[src/rtl/l1d_refill_ctrl_if.sv]
// Memory-side request/response bus of the L1D refill controller.
// The controller is the master; the memory system is the slave.
interface l1d_refill_ctrl_if #(
    parameter int ADDR_WIDTH = 32,
    parameter int DATA_WIDTH = 32
);
    logic                  mem_req_valid;
    logic                  mem_req_ready;
    logic                  mem_req_write;
    logic [ADDR_WIDTH-1:0] mem_req_addr;
    logic [DATA_WIDTH-1:0] mem_req_wdata;
    logic                  mem_resp_valid;
    logic [DATA_WIDTH-1:0] mem_resp_data;

    modport master (
        output mem_req_valid,
        output mem_req_write,
        output mem_req_addr,
        output mem_req_wdata,
        input  mem_req_ready,
        input  mem_resp_valid,
        input  mem_resp_data
    );

    modport slave (
        input  mem_req_valid,
        input  mem_req_write,
        input  mem_req_addr,
        input  mem_req_wdata,
        output mem_req_ready,
        output mem_resp_valid,
        output mem_resp_data
    );
endinterface

[src/rtl/l1d_refill_ctrl.sv]
// L1D miss handler: optional dirty-victim writeback, then word-by-word
// block fetch streamed into the data array, one miss at a time.
module l1d_refill_ctrl #(
    parameter int ADDR_WIDTH = 32,
    parameter int DATA_WIDTH = 32,
    parameter int BLOCK_SIZE = 32,
    localparam int BEATS = BLOCK_SIZE / 4,
    localparam int WORD_IDX_W = $clog2(BEATS)
) (
    input  logic                  clk,
    input  logic                  reset,
    input  logic                  miss_valid,
    output logic                  miss_ready,
    input  logic [ADDR_WIDTH-1:0] miss_addr,
    input  logic                  victim_dirty,
    input  logic [ADDR_WIDTH-1:0] victim_addr,
    output logic [WORD_IDX_W-1:0] victim_rd_word,
    input  logic [DATA_WIDTH-1:0] victim_rd_data,
    l1d_refill_ctrl_if.master     mem,
    output logic                  fill_valid,
    output logic [WORD_IDX_W-1:0] fill_word,
    output logic [DATA_WIDTH-1:0] fill_data,
    output logic                  fill_done,
    output logic                  busy
);
    localparam int OFF_W = $clog2(BLOCK_SIZE);
    localparam int TAG_W = ADDR_WIDTH - OFF_W;
    localparam logic [WORD_IDX_W-1:0] LAST = WORD_IDX_W'(BEATS - 1);
    localparam logic [WORD_IDX_W-1:0] ONE = WORD_IDX_W'(1);

    typedef enum logic [1:0] {
        IDLE,
        WB_REQ,
        RD_REQ,
        RD_WAIT
    } state_t;

    state_t                state;
    state_t                state_nx;
    logic [WORD_IDX_W-1:0] cnt;
    logic [WORD_IDX_W-1:0] cnt_nx;
    logic [TAG_W-1:0]      fill_tag;
    logic [TAG_W-1:0]      victim_tag;
    logic                  accept;
    logic                  resp_hit;
    logic                  fill_valid_q;
    logic                  fill_done_q;
    logic [WORD_IDX_W-1:0] fill_word_q;
    logic [DATA_WIDTH-1:0] fill_data_q;

    assign accept   = (state == IDLE) && miss_valid;
    assign resp_hit = (state == RD_WAIT) && mem.mem_resp_valid;

    always_ff @(posedge clk) begin
        if (reset) begin
            state <= IDLE;
            cnt   <= '0;
        end else begin
            state <= state_nx;
            cnt   <= cnt_nx;
            if (accept) begin
                fill_tag   <= miss_addr[ADDR_WIDTH-1:OFF_W];
                victim_tag <= victim_addr[ADDR_WIDTH-1:OFF_W];
            end
        end
    end

    always_comb begin
        state_nx = state;
        cnt_nx   = cnt;
        unique case (state)
            IDLE: begin
                if (miss_valid) begin
                    state_nx = victim_dirty ? WB_REQ : RD_REQ;
                    cnt_nx   = '0;
                end
            end
            WB_REQ: begin
                if (mem.mem_req_ready) begin
                    if (cnt == LAST) begin
                        state_nx = RD_REQ;
                        cnt_nx   = '0;
                    end else begin
                        cnt_nx = cnt + ONE;
                    end
                end
            end
            RD_REQ: begin
                if (mem.mem_req_ready) state_nx = RD_WAIT;
            end
            RD_WAIT: begin
                if (mem.mem_resp_valid) begin
                    if (cnt == LAST) begin
                        state_nx = IDLE;
                        cnt_nx   = '0;
                    end else begin
                        state_nx = RD_REQ;
                        cnt_nx   = cnt + ONE;
                    end
                end
            end
            default: state_nx = IDLE;
        endcase
    end

    // Reset forces idle-looking outputs even while state is still mid-refill.
    always_comb begin
        miss_ready        = 1'b0;
        busy              = 1'b1;
        victim_rd_word    = '0;
        mem.mem_req_valid = 1'b0;
        mem.mem_req_write = 1'b0;
        mem.mem_req_addr  = '0;
        mem.mem_req_wdata = '0;
        if (reset) begin
            miss_ready = 1'b1;
            busy       = 1'b0;
        end else begin
            unique case (state)
                IDLE: begin
                    miss_ready = 1'b1;
                    busy       = 1'b0;
                end
                WB_REQ: begin
                    mem.mem_req_valid = 1'b1;
                    mem.mem_req_write = 1'b1;
                    mem.mem_req_addr  = {victim_tag, cnt, 2'b00};
                    mem.mem_req_wdata = victim_rd_data;
                    victim_rd_word    = cnt;
                end
                RD_REQ: begin
                    mem.mem_req_valid = 1'b1;
                    mem.mem_req_addr  = {fill_tag, cnt, 2'b00};
                end
                default: ;
            endcase
        end
    end

    always_ff @(posedge clk) begin
        if (reset) begin
            fill_valid_q <= 1'b0;
            fill_done_q  <= 1'b0;
            fill_word_q  <= '0;
        end else begin
            fill_valid_q <= resp_hit;
            fill_done_q  <= resp_hit && (cnt == LAST);
            if (resp_hit) fill_word_q <= cnt;
        end
    end

    always_ff @(posedge clk) begin
        if (!reset && resp_hit) fill_data_q <= mem.mem_resp_data;
    end

    assign fill_valid = fill_valid_q && !reset;
    assign fill_done  = fill_done_q && !reset;
    assign fill_word  = fill_word_q;
    assign fill_data  = fill_data_q;
endmodule

[src/flat_wrapper.sv]
// flat-port wrapper written by rule: the top's interface ports become plain ports
module l1d_refill_ctrl_flat 
#(
    parameter int ADDR_WIDTH = 32,
    parameter int DATA_WIDTH = 32,
    parameter int BLOCK_SIZE = 32,
    localparam int BEATS = BLOCK_SIZE / 4,
    localparam int WORD_IDX_W = $clog2(BEATS)
)
  (clk, reset, miss_valid, miss_ready, miss_addr, victim_dirty, victim_addr, victim_rd_word, victim_rd_data, fill_valid, fill_word, fill_data, fill_done, busy, mem_mem_req_valid, mem_mem_req_write, mem_mem_req_addr, mem_mem_req_wdata, mem_mem_req_ready, mem_mem_resp_valid, mem_mem_resp_data);
  l1d_refill_ctrl_if #(.ADDR_WIDTH(ADDR_WIDTH), .DATA_WIDTH(DATA_WIDTH)) mem_i ();
  input  logic clk;
  input  logic reset;
  input  logic miss_valid;
  output logic miss_ready;
  input  logic [ADDR_WIDTH-1:0] miss_addr;
  input  logic victim_dirty;
  input  logic [ADDR_WIDTH-1:0] victim_addr;
  output logic [WORD_IDX_W-1:0] victim_rd_word;
  input  logic [DATA_WIDTH-1:0] victim_rd_data;
  output logic fill_valid;
  output logic [WORD_IDX_W-1:0] fill_word;
  output logic [DATA_WIDTH-1:0] fill_data;
  output logic fill_done;
  output logic busy;
  output wire logic [$bits(mem_i.mem_req_valid)-1:0] mem_mem_req_valid;
  output wire logic [$bits(mem_i.mem_req_write)-1:0] mem_mem_req_write;
  output wire logic [$bits(mem_i.mem_req_addr)-1:0] mem_mem_req_addr;
  output wire logic [$bits(mem_i.mem_req_wdata)-1:0] mem_mem_req_wdata;
  input wire logic [$bits(mem_i.mem_req_ready)-1:0] mem_mem_req_ready;
  input wire logic [$bits(mem_i.mem_resp_valid)-1:0] mem_mem_resp_valid;
  input wire logic [$bits(mem_i.mem_resp_data)-1:0] mem_mem_resp_data;
  assign mem_mem_req_valid = mem_i.mem_req_valid;
  assign mem_mem_req_write = mem_i.mem_req_write;
  assign mem_mem_req_addr = mem_i.mem_req_addr;
  assign mem_mem_req_wdata = mem_i.mem_req_wdata;
  assign mem_i.mem_req_ready = mem_mem_req_ready;
  assign mem_i.mem_resp_valid = mem_mem_resp_valid;
  assign mem_i.mem_resp_data = mem_mem_resp_data;
  l1d_refill_ctrl #(.ADDR_WIDTH(ADDR_WIDTH), .DATA_WIDTH(DATA_WIDTH), .BLOCK_SIZE(BLOCK_SIZE)) u_core (.clk(clk), .reset(reset), .miss_valid(miss_valid), .miss_ready(miss_ready), .miss_addr(miss_addr), .victim_dirty(victim_dirty), .victim_addr(victim_addr), .victim_rd_word(victim_rd_word), .victim_rd_data(victim_rd_data), .mem(mem_i), .fill_valid(fill_valid), .fill_word(fill_word), .fill_data(fill_data), .fill_done(fill_done), .busy(busy));
endmodule
[config.mk]
export PLATFORM = sky130hd
export DESIGN_NAME = l1d_refill_ctrl_flat
export DESIGN_NICKNAME = d
export VERILOG_FILES = /design/src/rtl/l1d_refill_ctrl_if.sv /design/src/rtl/l1d_refill_ctrl.sv /design/src/flat_wrapper.sv
export SDC_FILE = /design/constraint.sdc
export NUM_CORES = 1
export LEC_CHECK = 0
export ABC_AREA = 1
export BUFFER_PORTS_ARGS = -buffer_cell sky130_fd_sc_hd__clkbuf_2
export CAP_MARGIN = 40
export CORE_MARGIN = 2
export CORE_UTILIZATION = 43
export CTS_CLUSTER_SIZE = 30
export DETAILED_ROUTE_END_ITERATION = 12
export PLACE_DENSITY = 0.92
export SLEW_MARGIN = 10
export SYNTH_ARGS = -nofsm -noshare
export SYNTH_HDL_FRONTEND = slang
export SYNTH_SLANG_ARGS = --single-unit
[constraint.sdc]
create_clock -name clk -period 5 [get_ports clk]
set_input_delay 0.5 -clock clk [delete_from_list [all_inputs] [get_ports clk]]
set_output_delay 0.5 -clock clk [all_outputs]
set_load 0.01 [all_outputs]
# == Yosys cells after proc, flatten, opt, wreduce, memory -nomap -nowiden ==
# Index checks and enable logic that the tools add are counted.
# classes
add_sub_neg,1
n_eq_ne,9
mux,27
bitwise,1
reduce_logical,13
# op_table
operator,n
32-bit two-way mux,3
32-bit one-hot mux with 2 select lines,1
3-bit two-way mux,6
2-bit two-way mux,7
3-bit one-hot mux with 3 select lines,1
1-bit two-way mux,8
"2-bit inequality test, second input constant",4
2-bit one-hot mux with 4 select lines,1
1-bit logical AND,6
5-bit AND reduction,1
"2-bit equality test, second input constant",2
4-bit AND reduction,1
"3-bit by 1-bit adder with 3-bit output, second input constant",1
"3-bit equality test, second input constant",1
3-bit nonzero test,1
"2-bit by 1-bit equality test with 1-bit output, second input constant",1
2-bit logical NOT,1
"2-bit by 1-bit inequality test with 1-bit output, second input constant",1
2-bit AND reduction,1
2-bit OR reduction,1
1-bit logical NOT,1
1-bit inverter,1
# word_totals
regBits,96
in_bits,134
out_inout_bits,108
word_cells,59

# == Logic depth before layout (Yosys ltp) ==
# logic_depth
word_depth,4
depth_mapped,10
depth_no_buf,9

# == Least setup slack after synthesis ==
# OpenSTA, ideal clock, no wires.
# synth_path
path_type,in2reg
from,in reset
to,"reg u_core.fill_tag[0], enable pin"
setup_ps,466
t_arrival_ps,3098
required_time_ps,4534
slack_ps,1437
stages,3
n_path_buf,2
cell_sequence,buf_2 > buf_2 > nor2_1
# synth_via
elab_chain_len,2
# synth_lines
element,line_no,text
from (decl),flat_wrapper.sv:13,input logic reset;
1-bit inverter (no source line),--,
2-bit AND reduction (no source line),--,
to (signal assigned),l1d_refill_ctrl.sv:62,fill_tag <= miss_addr[ADDR_WIDTH-1:OFF_W];
to (decl),l1d_refill_ctrl.sv:42,logic [TAG_W-1:0] fill_tag;
# Every way passes these cells.
# A chain may end at the register's enable or synchronous reset.

# == Final worst setup path ==
# layout_path
from,reg u_core.state[1]
to,out mem_mem_req_addr[27]
# layout_via
elab_chain_len,3
elab_cells_between_ends,4
# layout_lines
element,line_no,text
from (decl),l1d_refill_ctrl.sv:38,state_t state;
from (signal assigned),l1d_refill_ctrl.sv:59,state <= state_nx;
2-bit equality test / 2-bit by 1-bit equality test with 1-bit output (equally long branches),l1d_refill_ctrl.sv:119,unique case (state)
32-bit one-hot mux with 2 select lines (*),l1d_refill_ctrl.sv:119,
32-bit two-way mux (*),l1d_refill_ctrl.sv:115,if (reset) begin
to (decl),flat_wrapper.sv:28,output wire logic [$bits(mem_i.mem_req_addr)-1:0] mem_mem_req_addr;
# Mark *: on every way between the ends. The rest lies on a longest branch, timed or not.

==> flow_metrics.tcl <==
set metrics [dict create \
    final_antenna_net_count 0 \
    finalHoldViolCount 0 \
    preCtsSetupSlack_ns 2.56 \
    dr.pass1.iters 4 \
    ys_types 25 \
    grtUsageMet2 0.340 \
    grt_overflow_total 0 \
    synth.avg_cell_area_um2 11.1 \
    netSwitchingFraction 0.341 \
    drc 0 \
    status "finished, final reports clean" \
    crit_arrival_ns 2.07 \
    area_delta_synth_final_pct 36.2 \
    critical_path.cell_chain "inv_1, ha_1, buf_16, nand2_1, a21oi_1, clkbuf_2" \
    setup_violations 0 \
    max_stage_delay_ns 0.56 \
    crit_type "reg -> out" \
    die-height_um 101 \
    pwr-share-clk 0.226 \
    grt_max_degree 43 \
    maxSlewViolCount 0 \
    slew_headroom 0.446 \
    fin_nets 733 \
    diodes 0 \
    end_kind "output pin" \
    start_util 0.440 \
    hold_buffers 0 \
    busiest_layer "met2" \
    worst-endpoint-required_ns 4.50 \
    fin_skew_ns 0.0117 \
    grt_pass1_vias 3287 \
    p_comb_frac 0.303 \
    post_cts_buffers 0 \
    drive_gt1_frac 0.444 \
    grt_pass1_wl_mm 14.8 \
    finalSetupTns_ns 0 \
    cp_slowest_cell "ha_1" \
    grtUsageMet1 0.205 \
    leakagePower_nw 2.47 \
    clock_latency_ns 0.36 \
    dr_total_vias 3330 \
    cts_root_buf "clkbuf_8" \
    rr_worst_depth 6 \
    setup_slack_ns 2.43 \
    final_common_cell "clkbuf_2" \
    p_int_mw 1.39 \
    worst_pin_slew_ns 0.832 \
    min-delay-path-class "in -> reg" \
    die_area_um2 10200 \
    drt_wl_total_mm 9.85 \
    power_frac_seq 0.471 \
    die_x_um 101 \
    ir_worst_vdd_uv 186 \
    row_count 35 \
    cts_tree "built" \
    drtIter0Drc 129 \
    wl_per_cell_um 13.9 \
    netSwitchingPower_uw 719 \
    crit_fanout 20 \
    antenna_found_initial 0 \
    mostFrequentLayoutCells "clkbuf_2, nand2_1, edfxtp_1, nor2_1, a21oi_1" \
    reg2reg_slack_ns 2.88 \
    holdPathStages 1 \
    ioPinCount 242 \
    yosysSeqAreaShare 0.691 \
    clkSinkCount 96 \
    critPathLaunchType "flip-flop" \
    drv_cap 0 \
    grt.met3_usage 0.0680 \
    fp.coreArea_um2 9150 \
    track_usage 0.191 \
    via_per_inst 4.72 \
    h-tree-depth 3 \
    cts.path.max_buffers 2 \
    cts-buffers-inserted 9 \
    finalCritPeriodShare 0.514 \
    rsz0062_at_grt "no" \
    syn_inst 363 \
    yosys_warnings 0 \
    gp_congestion 0.820 \
    syn_area_um2 4030 \
    clk_pin_slew_ns 0.11 \
    power_density_nw_per_um2 384 \
    cts.repair.resized 0 \
    dpl.hpwl_mm 7.54 \
    min_period_ns 2.57 \
    io_buffers 229 \
    ys_ff_latch 96 \
    timing.fmax_mhz 389 \
]
## sequential cells by signal, indices dropped and copies added, names as in the netlist
name,cells
u_core.fill_data,32
u_core.fill_valid_q,1
u_core.fill_done_q,1
u_core.cnt,3
u_core.state,2
u_core.fill_word,3
u_core.victim_tag,27
u_core.fill_tag,27
## layer usage
layer	wire [um]	up-vias
met5	0	-
met4	221	0
met3	827	20
met2	5100	145
met1	3700	1524
li1	-	1641
## cells by family after synthesis
logic type	synth area share
AND/OR/NAND/NOR	0.176
flip-flops	0.691
other	0.000932
adder cells (fa/ha/maj)	0.0280
buffers and inverters	0.0544
AO/OA/AOI/OAI	0.0497
## cell usage after synthesis
master    number  area share
nand2_1      109        0.10
edfxtp_1      86        0.64
nor2_1        52       0.048
a21oi_1       31       0.039
inv_1         20       0.019
buf_2         12       0.015
dfxtp_1       10       0.050
ha_1           9       0.028
buf_4          7       0.013
o21ai_0        4      0.0050
inv_2          2      0.0019
inv_4          2      0.0031
nand2_4        2      0.0056
nand3_1        2      0.0025
nor2_2         2      0.0031
nor3_1         2      0.0025
nor3_2         2      0.0050
o21ai_1        2      0.0025
buf_6          1      0.0028
conb_1         1     0.00093
nand3_2        1      0.0025
nor2_4         1      0.0028
o21a_1         1      0.0019
o21bai_1       1      0.0019
or2_1          1      0.0016
## worst paths after layout
path | from | endpoint
min reg2reg | u_core.cnt[2]$_SDFFE_PP0P_ | u_core.cnt[2]$_SDFFE_PP0P_
max | u_core.state[1]$_SDFFE_PP0P_ | mem_mem_req_addr[27]
max reg2reg | u_core.state[0]$_SDFFE_PP0P_ | u_core.fill_tag[26]$_DFFE_PP_
min | miss_addr[12] | u_core.fill_tag[7]$_DFFE_PP_
## power groups by stage
stage	Sequential (mW)	Combinational, mW	Clock, mW
4_1_cts	0.993	0.648	0.490
2_1_floorplan	1.01	0.412	0
3_3_place_gp	1.01	0.574	0
5_1_grt	1.00	0.716	0.515
6_report	0.993	0.638	0.476
3_5_place_dp	1.01	0.645	0
## critical path: cells and delay by family (launching register included)
kind / cells / cell delay (ns)
buffers and inverters: 3 / 0.54
AO/OA/AOI/OAI: 1 / 0.19
adder cells (fa/ha/maj): 1 / 0.56
flip-flops: 1 / 0.36
AND/OR/NAND/NOR: 1 / 0.06
## area by class of cell
cell class	count	area, um^2
Tap cell	111	139
Multi-Input combinational cell	224	1040
Sequential cell	96	2780
Clock inverter	6	51.3
Clock buffer	10	128
Inverter	24	95.1
Fill cell	766	3670
Timing Repair Buffer	235	1250
## through the flow
step	std cells	cell area (um^2)	hold slack [ns]	power, mW	util
finish	706	5480	0.305	2.11	0.599
global route	706	5480	0.284	2.23	0.599
CTS	706	5480	0.289	2.13	0.599
detailed placement	690	5310	0.488	1.66	0.580
global placement	686	5220	0.482	1.58	0.570
floorplan	364	4030	0.456	1.43	-
No activity file was read; power rests on OpenSTA's default activity.
